<file path="src/rtl/seg7_scan_controller_if.sv">
// Bundles the display-side signals of seg7_scan_controller.
//
// Handshake: LOAD is a one-cycle strobe with no back-pressure. Every LOAD
// is accepted, and a newer LOAD replaces older data that is still pending.
// BUSY is status only. It reads 1 while captured data is waiting for the
// next frame boundary to become visible.
//
// Signals (direction seen from the controller, i.e. the slave modport):
//   DIGITS   in  4*NUM_DIGITS  hex nibble per digit, digit 0 in [3:0]
//   DP_IN    in  NUM_DIGITS    decimal point on, per digit
//   BLANK_IN in  NUM_DIGITS    force digit dark, per digit
//   BLINK_IN in  NUM_DIGITS    blink enable, per digit
//   BRIGHT   in  4             duty level 0..15
//   LOAD     in  1             capture strobe for the four fields above
//   BUSY     out 1             captured data not yet displayed
//   segs     out 7             active-low segments, bit6=a .. bit0=g
//   dp       out 1             active-low decimal point
//   an       out NUM_DIGITS    active-low anodes, an[i] drives digit i
interface seg7_scan_controller_if #(
  parameter int NUM_DIGITS = 4
);
  logic [4*NUM_DIGITS-1:0] DIGITS;
  logic [NUM_DIGITS-1:0]   DP_IN;
  logic [NUM_DIGITS-1:0]   BLANK_IN;
  logic [NUM_DIGITS-1:0]   BLINK_IN;
  logic [3:0]              BRIGHT;
  logic                    LOAD;
  logic                    BUSY;
  logic [6:0]              segs;
  logic                    dp;
  logic [NUM_DIGITS-1:0]   an;

  modport master (
    output DIGITS, DP_IN, BLANK_IN, BLINK_IN, BRIGHT, LOAD,
    input  BUSY, segs, dp, an
  );

  modport slave (
    input  DIGITS, DP_IN, BLANK_IN, BLINK_IN, BRIGHT, LOAD,
    output BUSY, segs, dp, an
  );
endinterface

</file>
<file path="src/rtl/seg7_scan_controller.sv">
// Multiplexed 7-segment scan controller with per-digit blank, blink and
// decimal point, plus 16-step brightness.
//
// The design uses one clock domain. A slot counter divides each digit
// slot into 16 sub-periods. An anode is lit only in sub-periods
// s <= BRIGHT. New data goes into pending registers on LOAD. It moves to
// the active registers only at a frame boundary, so each frame is drawn
// from a single data set.
//
// Ports:
//   CLK    system clock
//   RESET  asynchronous, active-high reset
//   bus    seg7_scan_controller_if.slave (data in, BUSY/segs/dp/an out)
module seg7_scan_controller #(
  parameter int CLK_FREQ     = 100000000,
  parameter int SCAN_FREQ    = 1000,
  parameter int NUM_DIGITS   = 4,
  parameter int BLINK_FRAMES = 250
) (
  input logic                    CLK,
  input logic                    RESET,
  seg7_scan_controller_if.slave  bus
);

  localparam int SLOT_TICKS = CLK_FREQ / (SCAN_FREQ * NUM_DIGITS);
  localparam int SUB        = SLOT_TICKS / 16;
  localparam int SW         = $clog2(SLOT_TICKS);
  localparam int DW         = (NUM_DIGITS > 1) ? $clog2(NUM_DIGITS) : 1;
  localparam int FW         = (BLINK_FRAMES > 1) ? $clog2(BLINK_FRAMES) : 1;

  if (SLOT_TICKS < 16) begin : g_slot_check
    $error("seg7_scan_controller: SLOT_TICKS must be at least 16");
  end
  if (NUM_DIGITS < 1 || NUM_DIGITS > 8) begin : g_digit_check
    $error("seg7_scan_controller: NUM_DIGITS must be 1..8");
  end

  // Scan timing state
  logic [SW-1:0] slot_cnt_q, slot_cnt_d;
  logic [DW-1:0] dig_q, dig_d;
  logic [FW-1:0] frame_cnt_q, frame_cnt_d;
  logic          phase_q, phase_d;

  // Pending and active display data
  logic [4*NUM_DIGITS-1:0] pend_dig_q, pend_dig_d, act_dig_q, act_dig_d;
  logic [NUM_DIGITS-1:0]   pend_dp_q, pend_dp_d, act_dp_q, act_dp_d;
  logic [NUM_DIGITS-1:0]   pend_blank_q, pend_blank_d, act_blank_q, act_blank_d;
  logic [NUM_DIGITS-1:0]   pend_blink_q, pend_blink_d, act_blink_q, act_blink_d;
  logic                    busy_q, busy_d;

  // Registered outputs
  logic [6:0]            segs_q, segs_d;
  logic                  dp_q, dp_d;
  logic [NUM_DIGITS-1:0] an_q, an_d;

  logic          slot_end, last_dig, frame_end;
  logic [SW-1:0] sub_raw;
  logic [3:0]    sub_idx;
  logic [3:0]    nibble;
  logic          cur_on;

  function automatic logic [6:0] glyph(input logic [3:0] n);
    case (n)
      4'h0: glyph = 7'h01;
      4'h1: glyph = 7'h4F;
      4'h2: glyph = 7'h12;
      4'h3: glyph = 7'h06;
      4'h4: glyph = 7'h4C;
      4'h5: glyph = 7'h24;
      4'h6: glyph = 7'h20;
      4'h7: glyph = 7'h0F;
      4'h8: glyph = 7'h00;
      4'h9: glyph = 7'h04;
      4'hA: glyph = 7'h08;
      4'hB: glyph = 7'h60;
      4'hC: glyph = 7'h31;
      4'hD: glyph = 7'h42;
      4'hE: glyph = 7'h30;
      default: glyph = 7'h38;
    endcase
  endfunction

  assign slot_end  = (slot_cnt_q == SW'(SLOT_TICKS - 1));
  assign last_dig  = (dig_q == DW'(NUM_DIGITS - 1));
  assign frame_end = slot_end && last_dig;

  // If SLOT_TICKS is not a multiple of 16, the leftover clocks at the end of
  // a slot stay in sub-period 15.
  assign sub_raw = slot_cnt_q / SW'(SUB);
  assign sub_idx = (sub_raw > SW'(15)) ? 4'd15 : sub_raw[3:0];

  // Next-state for the counters and the data registers
  always_comb begin
    slot_cnt_d   = slot_end ? '0 : slot_cnt_q + 1'b1;
    dig_d        = dig_q;
    frame_cnt_d  = frame_cnt_q;
    phase_d      = phase_q;
    pend_dig_d   = pend_dig_q;
    pend_dp_d    = pend_dp_q;
    pend_blank_d = pend_blank_q;
    pend_blink_d = pend_blink_q;
    act_dig_d    = act_dig_q;
    act_dp_d     = act_dp_q;
    act_blank_d  = act_blank_q;
    act_blink_d  = act_blink_q;
    busy_d       = busy_q;

    if (slot_end) begin
      dig_d = last_dig ? '0 : dig_q + 1'b1;
    end

    if (frame_end) begin
      if (frame_cnt_q == FW'(BLINK_FRAMES - 1)) begin
        frame_cnt_d = '0;
        phase_d     = ~phase_q;
      end else begin
        frame_cnt_d = frame_cnt_q + 1'b1;
      end
    end

    // Commit first. A LOAD in the same cycle then refills pending and keeps
    // BUSY set, so its data appears at the following boundary.
    if (frame_end && busy_q) begin
      act_dig_d   = pend_dig_q;
      act_dp_d    = pend_dp_q;
      act_blank_d = pend_blank_q;
      act_blink_d = pend_blink_q;
      busy_d      = 1'b0;
    end

    if (bus.LOAD) begin
      pend_dig_d   = bus.DIGITS;
      pend_dp_d    = bus.DP_IN;
      pend_blank_d = bus.BLANK_IN;
      pend_blink_d = bus.BLINK_IN;
      busy_d       = 1'b1;
    end
  end

  // Output decode from the current digit index and sub-period
  always_comb begin
    nibble = act_dig_q[dig_q*4 +: 4];
    cur_on = (sub_idx <= bus.BRIGHT) && !act_blank_q[dig_q] &&
             !(phase_q && act_blink_q[dig_q]);
    an_d   = cur_on ? ~(NUM_DIGITS'(1) << dig_q) : '1;
    segs_d = cur_on ? glyph(nibble) : 7'h7F;
    dp_d   = !(cur_on && act_dp_q[dig_q]);
  end

  always_ff @(posedge CLK or posedge RESET) begin
    if (RESET) begin
      slot_cnt_q   <= '0;
      dig_q        <= '0;
      frame_cnt_q  <= '0;
      phase_q      <= 1'b0;
      pend_dig_q   <= '0;
      pend_dp_q    <= '0;
      pend_blank_q <= '0;
      pend_blink_q <= '0;
      act_dig_q    <= '0;
      act_dp_q     <= '0;
      act_blank_q  <= '0;
      act_blink_q  <= '0;
      busy_q       <= 1'b0;
      segs_q       <= 7'h7F;
      dp_q         <= 1'b1;
      an_q         <= '1;
    end else begin
      slot_cnt_q   <= slot_cnt_d;
      dig_q        <= dig_d;
      frame_cnt_q  <= frame_cnt_d;
      phase_q      <= phase_d;
      pend_dig_q   <= pend_dig_d;
      pend_dp_q    <= pend_dp_d;
      pend_blank_q <= pend_blank_d;
      pend_blink_q <= pend_blink_d;
      act_dig_q    <= act_dig_d;
      act_dp_q     <= act_dp_d;
      act_blank_q  <= act_blank_d;
      act_blink_q  <= act_blink_d;
      busy_q       <= busy_d;
      segs_q       <= segs_d;
      dp_q         <= dp_d;
      an_q         <= an_d;
    end
  end

  assign bus.BUSY = busy_q;
  assign bus.segs = segs_q;
  assign bus.dp   = dp_q;
  assign bus.an   = an_q;

endmodule

</file>
<file path="src/flat_wrapper.sv">
// flat-port wrapper written by rule: the top's interface ports become plain ports
module seg7_scan_controller_flat 
#(
  parameter int CLK_FREQ     = 100000000,
  parameter int SCAN_FREQ    = 1000,
  parameter int NUM_DIGITS   = 4,
  parameter int BLINK_FRAMES = 250
)
  (CLK, RESET, bus_DIGITS, bus_DP_IN, bus_BLANK_IN, bus_BLINK_IN, bus_BRIGHT, bus_LOAD, bus_BUSY, bus_segs, bus_dp, bus_an);
  seg7_scan_controller_if #(.NUM_DIGITS(NUM_DIGITS)) bus_i ();
  input logic CLK;
  input logic RESET;
  input wire logic [$bits(bus_i.DIGITS)-1:0] bus_DIGITS;
  input wire logic [$bits(bus_i.DP_IN)-1:0] bus_DP_IN;
  input wire logic [$bits(bus_i.BLANK_IN)-1:0] bus_BLANK_IN;
  input wire logic [$bits(bus_i.BLINK_IN)-1:0] bus_BLINK_IN;
  input wire logic [$bits(bus_i.BRIGHT)-1:0] bus_BRIGHT;
  input wire logic [$bits(bus_i.LOAD)-1:0] bus_LOAD;
  output wire logic [$bits(bus_i.BUSY)-1:0] bus_BUSY;
  output wire logic [$bits(bus_i.segs)-1:0] bus_segs;
  output wire logic [$bits(bus_i.dp)-1:0] bus_dp;
  output wire logic [$bits(bus_i.an)-1:0] bus_an;
  assign bus_i.DIGITS = bus_DIGITS;
  assign bus_i.DP_IN = bus_DP_IN;
  assign bus_i.BLANK_IN = bus_BLANK_IN;
  assign bus_i.BLINK_IN = bus_BLINK_IN;
  assign bus_i.BRIGHT = bus_BRIGHT;
  assign bus_i.LOAD = bus_LOAD;
  assign bus_BUSY = bus_i.BUSY;
  assign bus_segs = bus_i.segs;
  assign bus_dp = bus_i.dp;
  assign bus_an = bus_i.an;
  seg7_scan_controller #(.CLK_FREQ(CLK_FREQ), .SCAN_FREQ(SCAN_FREQ), .NUM_DIGITS(NUM_DIGITS), .BLINK_FRAMES(BLINK_FRAMES)) u_core (.CLK(CLK), .RESET(RESET), .bus(bus_i));
endmodule
</file>
<file path="config.mk">
export PLATFORM = sky130hd
export DESIGN_NAME = seg7_scan_controller_flat
export DESIGN_NICKNAME = d
export VERILOG_FILES = /design/src/rtl/seg7_scan_controller_if.sv /design/src/rtl/seg7_scan_controller.sv /design/src/flat_wrapper.sv
export SDC_FILE = /design/constraint.sdc
export NUM_CORES = 1
export LEC_CHECK = 0
export CORE_ASPECT_RATIO = 1.2
export CORE_UTILIZATION = 45
export DETAILED_ROUTE_END_ITERATION = 12
export PLACE_DENSITY = 0.73
export SYNTH_ARGS = -nofsm -noshare
export SYNTH_HDL_FRONTEND = slang
export SYNTH_SLANG_ARGS = --single-unit
</file>
<file path="constraint.sdc">
create_clock -name CLK -period 8.3 [get_ports CLK]
set_input_delay 0.83 -clock CLK [delete_from_list [all_inputs] [get_ports CLK]]
set_output_delay 0.83 -clock CLK [all_outputs]
set_load 0.02 [all_outputs]
</file>
==> metrics.txt <==
status completed; dpl cell area 6573 sq um; DRT antenna net count 0; synthesized cell area 6048 sq um; Stages on worst setup path 23; dpl ws 1.370 ns; Hold Path Class reg -> reg; Final nets 688; net count after synthesis 669; Setup crit end kind flop; crit path cell chain or4_1 -> o21ai_2 -> a32oi_1 -> a2111oi_4 -> o31ai_1 -> or3b_1 -> or3_1 -> and2_1 -> a2111o_1 -> or3_4 -> o211ai_1 -> nand3_1 -> or3_1 -> o31ai_1 -> ha_1 -> nor2b_1 -> o21ai_0 -> nand2b_1 -> a21oi_1 -> a41oi_1 -> a211oi_1 -> buf_4 -> o221ai_1; Req. time, crit path 8.55 ns; HPWL reported at the end of detailed placement 10100 microns; sequential share of the synthesized area 0.3955; critical path class reg -> reg; Worst Path Arrival 7.35 ns; Initial Utilization 0.4589; final wirelength 13870 microns; syn_area_per_cell 9.835 sq um; top cells by area, synth dfrtp_1, mux2_2, dfstp_2; TritonCTS buffer count 9; die area 13910 sq um; slowest stage delay, CP 0.74 ns; CTS tree done; Tmin final 7.094 ns; CTS H-tree lvls 3; Post-CTS Setup Bufs 0; Yosys top cell by area dfrtp_1; die height 129 microns; EDFF count, synth 0; clock slew at reported path FFs 0.06 ns; measured slew at the worst slew-check pin 1.161 ns; hold_buf cts 0; Largest delay share family, worst path compound AO/OA/AOI/OAI gates; YS warnings 0; Via Count 4857; GRT Residual Overflow 0; clock buffer depth 2; Final GP Congestion 0.9121; GRT Util Overall 0.2104; CTS Root Cell clkbuf_16; Detailed Routing Iterations Pass 1 8; Routed WL per cell 17.19 microns; cell with the most instances after synthesis dfrtp_1; fin. max-slew vios 0; DR iter-0 viols 295; Core Region 13180 sq um; Synth top cells by count dfrtp_1, mux2_2, nand2_1; Hold Crit Depth 1; share of Yosys cell area claimed by the top area cell type 0.3434; # fillers 1164; relative slew slack 0.2263; Yosys cell types 77; total of max-cap violations 0; Fin Setup TNS 0 ns; post-DR vias/cell 6.019; CP max stage cell or4_1; Final Hold Vio Count 0; setup violators final 0; Static Leak 2.904 nW; vias in the first global route 4797; initial antenna violation count 0; Post-Syn Instances 615; VDD IR max 0.1465 mV; FF+latch count, synth 95; clk_skew 0.007067 ns; unrepaired setup endpoints after global routing false; fmax 0.1410 GHz; Layout Area Growth over Synthesis 13.67%; PwrDens 137.7 nW/um^2; I/O Pins 48; R2R cell count 23; Post-synth ARST share 1.000; Post-CTS Resized 0; number of diodes 0; later-pin clock latency in the skew report 0.34 ns; Port Buffers 47; Final Worst Setup Slack 1.206 ns; period utilisation layout 0.8547; Crit Path Max Fanout 17; clk sinks 95; final instance area 6875 sq um; largest net degree at the start of global routing 71; share of cells above drive strength 1 0.1690; first-pass GRT wire length 23100 microns; row count 46; die extent in x 107.8 microns; Crit path buffers/inverters 1; Post-route DRC 0; startpoint types flop; Most used DFF post-synth dfrtp_1
cell type report:
cell class                      count  area [sq um]  share of cell area
Clock buffer                       14         264.0             0.03840
Clock inverter                      2         38.79            0.005641
Inverter                           21         80.08             0.01165
Multi-Input combinational cell    455          3382              0.4919
Sequential cell                    95          2392              0.3480
Tap cell                          168         210.2             0.03057
Timing Repair Buffer               52         508.0             0.07389
power breakdown:
part	total, W	switching, W	internal [W]
Sequential	0.000486	0.00000752	0.000479
Clock	0.000411	0.000160	0.000251
Combinational	0.0000496	0.0000202	0.0000294
worst register-to-register path: stages (launching register included):
cell       delay, ns
dfrtp_1         0.59
or4_1           0.75
o21ai_2         0.54
a32oi_1         0.24
a2111oi_4       0.54
o31ai_1         0.18
or3b_1          0.41
or3_1           0.48
and2_1          0.27
a2111o_1        0.40
or3_4           0.43
o211ai_1        0.18
nand3_1         0.12
or3_1           0.41
o31ai_1         0.09
ha_1            0.20
nor2b_1         0.04
o21ai_0         0.16
nand2b_1        0.08
a21oi_1         0.16
a41oi_1         0.11
a211oi_1        0.26
buf_4           0.23
o221ai_1        0.14
registers in the layout, indices dropped and copies added (netlist names), 2 cells and up:
| name | cells |
|---|---|
| u_core.act_blank_q | 4 |
| u_core.act_blink_q | 4 |
| u_core.act_dig_q | 16 |
| u_core.act_dp_q | 4 |
| u_core.bus.an | 4 |
| u_core.bus.segs | 7 |
| u_core.dig_q | 2 |
| u_core.frame_cnt_q | 8 |
| u_core.pend_blank_q | 4 |
| u_core.pend_blink_q | 4 |
| u_core.pend_dig_q | 16 |
| u_core.pend_dp_q | 4 |
| u_core.slot_cnt_q | 15 |
layout by cell type (no fill, tap or decap), types with 3 or more instances in the layout:
cell / synthesis / routed
nand2_1: 52 / 52
dfrtp_1: 83 / 83
a211oi_1: 8 / 8
and3_1: 6 / 6
o21ai_0: 25 / 25
a311oi_1: 3 / 3
o21ai_1: 4 / 4
mux2i_1: 10 / 10
or3_1: 9 / 9
xor2_1: 11 / 11
nor2_1: 44 / 44
o211ai_1: 5 / 5
nand3_1: 14 / 14
xnor2_1: 12 / 12
mux4_2: 8 / 8
dfstp_2: 12 / 12
a21oi_1: 34 / 34
clkbuf_16: 0 / 9
nor2b_1: 5 / 5
o2111ai_1: 4 / 4
a32oi_1: 3 / 3
inv_1: 21 / 20
nor3_1: 17 / 17
mux2_2: 58 / 58
buf_4: 3 / 5
clkdlybuf4s50_1: 0 / 47
clkbuf_1: 29 / 3
o221ai_1: 6 / 6
a21o_1: 3 / 3
a31oi_1: 10 / 10
o31ai_1: 5 / 5
nand4_1: 11 / 11
nor4_1: 6 / 6
and2_1: 5 / 5
nand2b_1: 4 / 4
ha_1: 19 / 19
kinds of logic after synthesis:
family	synth area share
adder cells (fa/ha/maj)	0.04262
buffers and inverters	0.04530
XOR/XNOR	0.03331
flip-flops	0.3955
multiplexers	0.1543
AND/OR/NAND/NOR	0.1541
AO/OA/AOI/OAI	0.1748
per-stage QoR:
| step | power (W) | hold slack, ns | instances | utilization |
|---|---|---|---|---|
| 4_1_cts | 0.0009591 | 0.5009 | 807 | 0.5216 |
| 2_1_floorplan | 0.0005180 | 0.4425 | 615 | - |
| 6_report | 0.0009467 | 0.5006 | 807 | 0.5216 |
| 3_3_place_gp | 0.0005420 | 0.4680 | 791 | 0.4987 |
| 3_5_place_dp | 0.0005452 | 0.4808 | 791 | 0.4987 |
| 5_1_grt | 0.0009830 | 0.5128 | 807 | 0.5216 |
path summary, 6_finish.rpt:
path / from / end / slack, ns
max: u_core.slot_cnt_q[9] / u_core.bus.segs[2] / 1.21
min: u_core.pend_dp_q[1] / u_core.act_dp_q[1] / 0.50
max reg2reg: u_core.slot_cnt_q[9] / u_core.bus.segs[2] / 1.21
min reg2reg: u_core.pend_dp_q[1] / u_core.act_dp_q[1] / 0.50
max in group asynchronous: RESET / u_core.frame_cnt_q[0] / 6.29
min in group asynchronous: RESET / u_core.pend_dig_q[0] / 0.80
per-layer routing:
layer	vias up	wire length, microns	GRT usage
met5	-	0	0
met4	0	443	0.09589
met2	164	7021	0.3620
met3	34	722	0.03799
met1	2346	5681	0.2557
li1	2313	-	-
Power figures use the tool's default switching activity.
